## config.mk

```make
export PLATFORM = sky130hd
export DESIGN_NAME = inst_fetch
export DESIGN_NICKNAME = d
export VERILOG_FILES = /design/src/rtl/inst_fetch.sv
export SDC_FILE = /design/constraint.sdc
export NUM_CORES = 1
export LEC_CHECK = 0
export CORE_UTILIZATION = 30
export CTS_CLUSTER_SIZE = 8
export DETAILED_ROUTE_END_ITERATION = 6
export DONT_BUFFER_PORTS = 1
export PLACE_DENSITY = 0.48
export SLEW_MARGIN = 40
export SYNTH_ARGS = -nofsm -noshare
export SYNTH_HDL_FRONTEND = slang
export SYNTH_SLANG_ARGS = --single-unit
```

## constraint.sdc

```tcl
create_clock -name CLK -period 6.69 [get_ports CLK]
set_clock_uncertainty 0.1 [all_clocks]
set_input_delay 1.0035 -clock CLK [delete_from_list [all_inputs] [get_ports CLK]]
set_output_delay 1.0035 -clock CLK [all_outputs]
set_load 0.1 [all_outputs]
```

## src/rtl/inst_fetch.sv

```systemverilog
// Program-counter sequencer: owns the PC that addresses InstROM, steps it
// every RUN cycle, redirects on jumps/relative branches, and counts retired
// instructions with saturation.
module inst_fetch #(
  parameter int unsigned AW = 16,
  parameter int unsigned OW = 8
) (
  input  logic          CLK,
  input  logic          Reset_n,
  input  logic          Start,
  input  logic [AW-1:0] StartAddr,
  input  logic          Stall,
  input  logic          Jump,
  input  logic [AW-1:0] JumpTarget,
  input  logic          BranchRel,
  input  logic [OW-1:0] BranchOffset,
  input  logic          Halt,
  output logic [AW-1:0] InstAddress,
  output logic          Running,
  output logic          Done,
  output logic [AW-1:0] InstCount
);

  typedef enum logic [1:0] {StIdle, StRun, StHalt} state_e;

  localparam logic [AW-1:0] CountMax = {AW{1'b1}};

  state_e        state_q, state_d;
  logic [AW-1:0] pc_q, pc_d;
  logic [AW-1:0] cnt_q, cnt_d;
  logic          done_q, done_d;
  logic [AW-1:0] branch_off;

  // Sign-extend the branch offset to address width; the add wraps mod 2^AW.
  assign branch_off = {{(AW-OW){BranchOffset[OW-1]}}, BranchOffset};

  // Next-state, PC and counter update; Halt > Stall > Jump > BranchRel > +1.
  always_comb begin
    state_d = state_q;
    pc_d    = pc_q;
    cnt_d   = cnt_q;
    done_d  = 1'b0;
    unique case (state_q)
      StIdle, StHalt: begin
        if (Start) begin
          pc_d    = StartAddr;
          cnt_d   = '0;
          state_d = StRun;
        end
      end
      StRun: begin
        // The halting instruction still retires unless it is also stalled.
        if (!Stall && (cnt_q != CountMax)) begin
          cnt_d = cnt_q + 1'b1;
        end
        if (Halt) begin
          state_d = StHalt;
          done_d  = 1'b1;
        end else if (Stall) begin
          pc_d = pc_q;
        end else if (Jump) begin
          pc_d = JumpTarget;
        end else if (BranchRel) begin
          pc_d = pc_q + branch_off;
        end else begin
          pc_d = pc_q + 1'b1;
        end
      end
      default: state_d = StIdle;
    endcase
  end

  // State registers with asynchronous active-low reset.
  always_ff @(posedge CLK or negedge Reset_n) begin
    if (!Reset_n) begin
      state_q <= StIdle;
      pc_q    <= '0;
      cnt_q   <= '0;
      done_q  <= 1'b0;
    end else begin
      state_q <= state_d;
      pc_q    <= pc_d;
      cnt_q   <= cnt_d;
      done_q  <= done_d;
    end
  end

  assign InstAddress = pc_q;
  assign Running     = (state_q == StRun);
  assign Done        = done_q;
  assign InstCount   = cnt_q;

endmodule

```

==> flow_summary.ini, run 1 <==
[status]
status = finished clean

[global_routing]
grt_pass1_wl_mm = 12.1
grtUsageTotal_pct = 17.6
grt_max_degree = 36
met3_usage_pct = 5.23
grt.busiest_layer = met2
grt_use_met2_pct = 30.5
grt.overflow.total = 0
globalRouteMet1Util_pct = 21.4
grt_pass1_vias = 2286
antenna_found_initial = 2

[route]
drt_pre_antenna_iters = 4
wirelength_mm = 7.29
via_per_inst = 5.35
drc_errors = 0
drtIter0Drc = 101
vias = 2199
post_drt_wl_per_cell_um = 17.7
ant_nets = 0

[floorplan]
ioPinCount = 81
die-area_um2 = 8960
design.core.area_um2 = 8260
rows = 33
initial_core_util_pct = 31.2
die_width_um = 94.7
die_h_um = 94.7

[finish]
drive_gt1_share_pct = 19.4
area_growth_pct = 9.71
final_cell_mix = dfrtp_2, a21oi_1, nand2_1, nor2_1, o21ai_0
nets = 359
layout_commonest_cell = dfrtp_2
fin_util_pct = 34.2

[sta]
finalMaxSlewViolations = 0
max_freq_mhz = 337
setup_tns_ns = 0
min_period_over_period_pct = 44.3
hold_viol = 0
period_needed_ns = 2.97
setup_viol = 0
maxSlewHeadroom_pct = 41.6
grt_setup_unrepaired = false
worst_pin_slew_ns = 0.877

[synth]
ys_types = 55
synth.avg_cell_area_um2 = 8.45
synthArstFlopShare_pct = 100
syn_inst = 305
seq_area_frac_synth_pct = 34.0
syn-num-nets = 361
netlist_area_um2 = 2580
ys_warn_count = 0
synth-seq-cells = 35
ys.flop_type = dfrtp_1
synth-edff-count = 0

[power]
p_leak_nw = 1.14
power_density_nw_per_um2 = 422
vdd_drop_max_v = 0.000177

[cts]
cts_max_level = 2
postCtsSetupRepairBufs = 0
clockRootBuffer = clkbuf_8
cts.hold.buffers_added = 0
cts_tree = built
numCtsBuffers = 5
cts_resized = 0
clk_pin_slew_worst_paths_ns = 0.09
cts_sinks = 35
clock_latency_ns = 0.30
clockBufferDepth = 2

[hold_path]
hp-class = in -> async

[setup_path]
crit_path_end_kind = flip-flop
critPathMaxFanout = 3
crit_arrival_ns = 3.04
cp.required_ns = 6.77
reg2reg_from = InstAddress[0]
setup.worst_path.start_class = input pin
crit_type = in -> reg
critPathLaunch = BranchOffset[0]

[placed_design]
dp_hpwl_mm = 5.26
gp_congestion = 0.810
portBuffers = 0

[job]
drv_cap = 0
==> routing by layer <==
layer	routed length, um	up-vias
li1	-	1107
met3	454	4
met5	0	-
met4	44	0
met1	3200	1044
met2	3590	44
==> per-stage QoR <==
stage | hold slack, ns | cell area [um2] | setup WS [ns] | cells | total power [mW]
floorplan | 0.506 | 2580 | 3.59 | 305 | 0.931
global placement | 0.534 | 2690 | 3.45 | 401 | 1.01
detailed placement | 0.530 | 2720 | 3.43 | 401 | 1.02
CTS | 0.285 | 2820 | 3.73 | 409 | 1.20
global route | 0.282 | 2820 | 3.53 | 410 | 1.26
finish | 0.291 | 2830 | 3.72 | 411 | 1.19
==> where the power goes <==
part | total, mW | internal, mW | switching (mW)
combinational | 0.361 | 0.140 | 0.221
sequential | 0.656 | 0.262 | 0.394
clock | 0.174 | 0.0842 | 0.0896
total | 1.19 | 0.486 | 0.705
==> registers in the layout, summed over array words and instances (netlist names) <==
register and count:
InstCount 16, Done 1, InstAddress 16, state_q 2
==> path summary, 6_finish.rpt <==
kind,end,slack [ns],cells past startpoint
worst min register to register,state_q[1],0.56,2
worst max register to register,InstAddress[14],3.83,9
min in group CLK,state_q[1],0.56,2
worst max-delay path,InstAddress[14],3.72,10
worst min-delay path,InstCount[5],0.29,0
max in group asynchronous,InstAddress[7],6.11,0
==> synth_stat cells, drive strengths merged, types with 2 or more instances <==
master  count  area share [%]
or4         3            0.87
clkbuf     11             1.7
a21o        2            0.58
o211ai      5             1.5
o311a       2            0.78
and3       18             4.6
a211oi      3            0.87
a311oi      3             1.0
and2       10             2.4
mux2i       8             3.1
xnor2       7             2.4
nand2      27             4.0
nor3b       2            0.78
or3         7             1.9
xor2       10             3.4
or2         2            0.49
ha          8             3.9
nand2b      5             1.5
nand3b      2            0.58
inv         6            0.87
nor2       24             3.5
nand3      15             2.9
a21oi      29             5.6
nor3        6             2.0
dfrtp      35              34
a31oi       6             2.6
o21ai      25             4.9
nor2b       4            0.97
nand4       5             1.2
buf         2            0.39
==> worst max-delay path, cell delays in order <==
cell	delay, ns
nand2b_1	0.12
ha_1	0.21
fa_1	0.41
a21oi_1	0.25
o211a_1	0.21
a211oi_1	0.07
a31o_2	0.23
a21oi_1	0.16
a21oi_1	0.08
o2bb2a_1	0.29
==> cell type report <==
type | instances | area [um2]
Clock inverter | 2 | 16.3
Fill cell | 907 | 5430
Clock buffer | 6 | 82.6
Antenna cell | 2 | 5.00
Multi-Input combinational cell | 250 | 1620
Sequential cell | 35 | 913
Inverter | 7 | 26.3
Timing Repair Buffer | 4 | 30.0
Tap cell | 105 | 131
==> logic make-up (layout without fill, tap and decap cells) <==
logic type | count (synthesis) | count (layout) | synth area share, %
AND/OR/NAND/NOR | 131 | 131 | 28.1
AO/OA/AOI/OAI | 84 | 84 | 20.8
flip-flops | 35 | 35 | 34.0
buffers and inverters | 20 | 19 | 3.06
XOR/XNOR | 17 | 17 | 5.78
adder cells (fa/ha/maj) | 9 | 9 | 4.66
multiplexers | 9 | 9 | 3.55
other | 0 | 2 | 0
(Power assumes the default switching activity.)
==> run 2: changes to the inputs <==
- clock period: 6.69 -> 2.9 ns (I/O delays scaled with it)
==> flow_summary.ini, run 2 (synthesized netlist as in run 1, its figures left out) <==
[status]
status = finished clean

[sta]
worst_pin_slew_ns = 0.868
maxSlewHeadroom_pct = 42.2
finalMaxSlewViolations = 0
setup_viol = 0
setup_tns_ns = 0
min_period_over_period_pct = 88.8
period_needed_ns = 2.57
grt_setup_unrepaired = false
max_freq_mhz = 389
hold_viol = 0

[floorplan]
design.core.area_um2 = 8260
die-area_um2 = 8960
die_h_um = 94.7
die_width_um = 94.7
rows = 33
ioPinCount = 81
initial_core_util_pct = 31.2

[setup_path]
rrSetupSlack_ns = 0.33
reg2reg_depth = 9
crit_path_frequent_cell = a21oi_1
crit_path_end_kind = flip-flop
crit_type = reg -> reg
slowest_stage = dfrtp_2
setup.worst_path.start_class = flip-flop
reg2reg_to = InstAddress[14]
critPathMaxFanout = 3
worst_path_largest_cell_delay_ns = 0.41
reg2reg_from = InstAddress[0]
cp_top_family = compound AO/OA/AOI/OAI gates
crit_arrival_ns = 2.65
cp_num_buf_inv = 0
cp.required_ns = 2.97
worstPathCellList = ha_1, fa_1, a21oi_1, o211a_1, a211oi_1, a31o_2, a21oi_1, a21oi_1, o2bb2a_1

[hold_path]
worstHoldStart = Halt
hp-class = in -> reg
min_to = state_q[0]
hold_depth = 1

[global_routing]
grtUsageTotal_pct = 18.0
grt.overflow.total = 0
grt_pass1_vias = 2490
grt_pass1_wl_mm = 12.5
grt_max_degree = 36
antenna_found_initial = 2

[route]
ant_nets = 0
drt_pre_antenna_iters = 4
post_drt_wl_per_cell_um = 16.9
via_per_inst = 5.34
wirelength_mm = 7.56
vias = 2380
drtIter0Drc = 126
drc_errors = 0

[power]
clockPowerShare_pct = 13.5
p_leak_nw = 1.36
seqPwrFrac_pct = 26.1
power.switching_mw = 1.65
power_frac_comb_pct = 60.4
p_int_mw = 1.25
power_density_nw_per_um2 = 948
power_mw = 2.90
switching_share_pct = 57.0
vdd_drop_max_v = 0.000446

[finish]
nets = 394
layout_commonest_cell = buf_4
fin_util_pct = 37.1
drive_gt1_share_pct = 18.6
final_cell_mix = buf_4, dfrtp_1, a21oi_1, nand2_1
area_growth_pct = 18.8

[job]
drv_cap = 0

[placed_design]
portBuffers = 0
dp_hpwl_mm = 5.57
gp_congestion = 0.820

[cts]
cts_max_level = 2
clk_pin_slew_worst_paths_ns = 0.08
clock_latency_ns = 0.29
postCtsSetupRepairBufs = 0
cts_sinks = 35
clockBufferDepth = 2
numCtsBuffers = 5
clockRootBuffer = clkbuf_8
cts_tree = built
run 2: how the worst max path moves through the flow:
| stage | start | endpoint | slack (ns) | depth (start not counted) |
|---|---|---|---|---|
| after floorplan | InstAddress[1] | InstAddress[14] | 0.16 | 8 |
| after global placement | BranchOffset[0] | InstAddress[14] | 0.21 | 10 |
| after detailed placement | BranchOffset[0] | InstAddress[14] | 0.20 | 10 |
| after CTS | InstAddress[0] | InstAddress[14] | 0.34 | 9 |
| after global routing | InstAddress[0] | InstAddress[14] | 0.16 | 9 |
| final | InstAddress[0] | InstAddress[14] | 0.33 | 9 |
run 2: stage by stage:
stage	instances	worst slack (ns)	cell area, um2	hold slack, ns
final	446	0.326	3060	0.150
after global routing	445	0.160	3060	0.176
after CTS	444	0.337	3060	0.137
after detailed placement	434	0.200	2930	0.0412
after global placement	434	0.209	2930	0.0412
after floorplan	305	0.156	2580	0.0394
run 2: area by class of cell:
cell class,instances,area (um2)
fill,895,5200
multi-input combinational,250,1620
sequential,35,877
timing repair buffer,39,308
tap,105,131
clock buffer,7,86.3
inverter,7,26.3
clock inverter,1,5.00
antenna,2,5.00
run 2: per-layer routing:
metal	vias up	track usage [%]	share of wire (%)	routed length (um)
met1	1135	22.2	45	3380
met4	0	4.55	1.1	81
met5	-	0	0	0
li1	1176	-	-	-
met3	8	5.07	5.3	404
met2	61	30.8	49	3690
run 2: repair_timing:
item | 4_1_cts | 5_1_grt
gates resized for setup | 0 | 0
hold endpoints to repair | 35 | 0
setup endpoints to repair | 0 | 0
hold buffers | 2 | 0
run 2: power by group through the flow:
stage,logic [mW],registers [mW],clock network [mW]
global route,1.88,0.783,0.418
detailed placement,1.74,0.770,0
floorplan,0.637,1.51,0
CTS,1.76,0.759,0.404
finish,1.75,0.757,0.390
global placement,1.74,0.767,0
==> run 3: changes to the inputs <==
- ABC_CLOCK_PERIOD_IN_PS: default -> 2900
==> results of run 3 <==
Same layout as run 2: the final DEF is identical, and so are final timing and power.
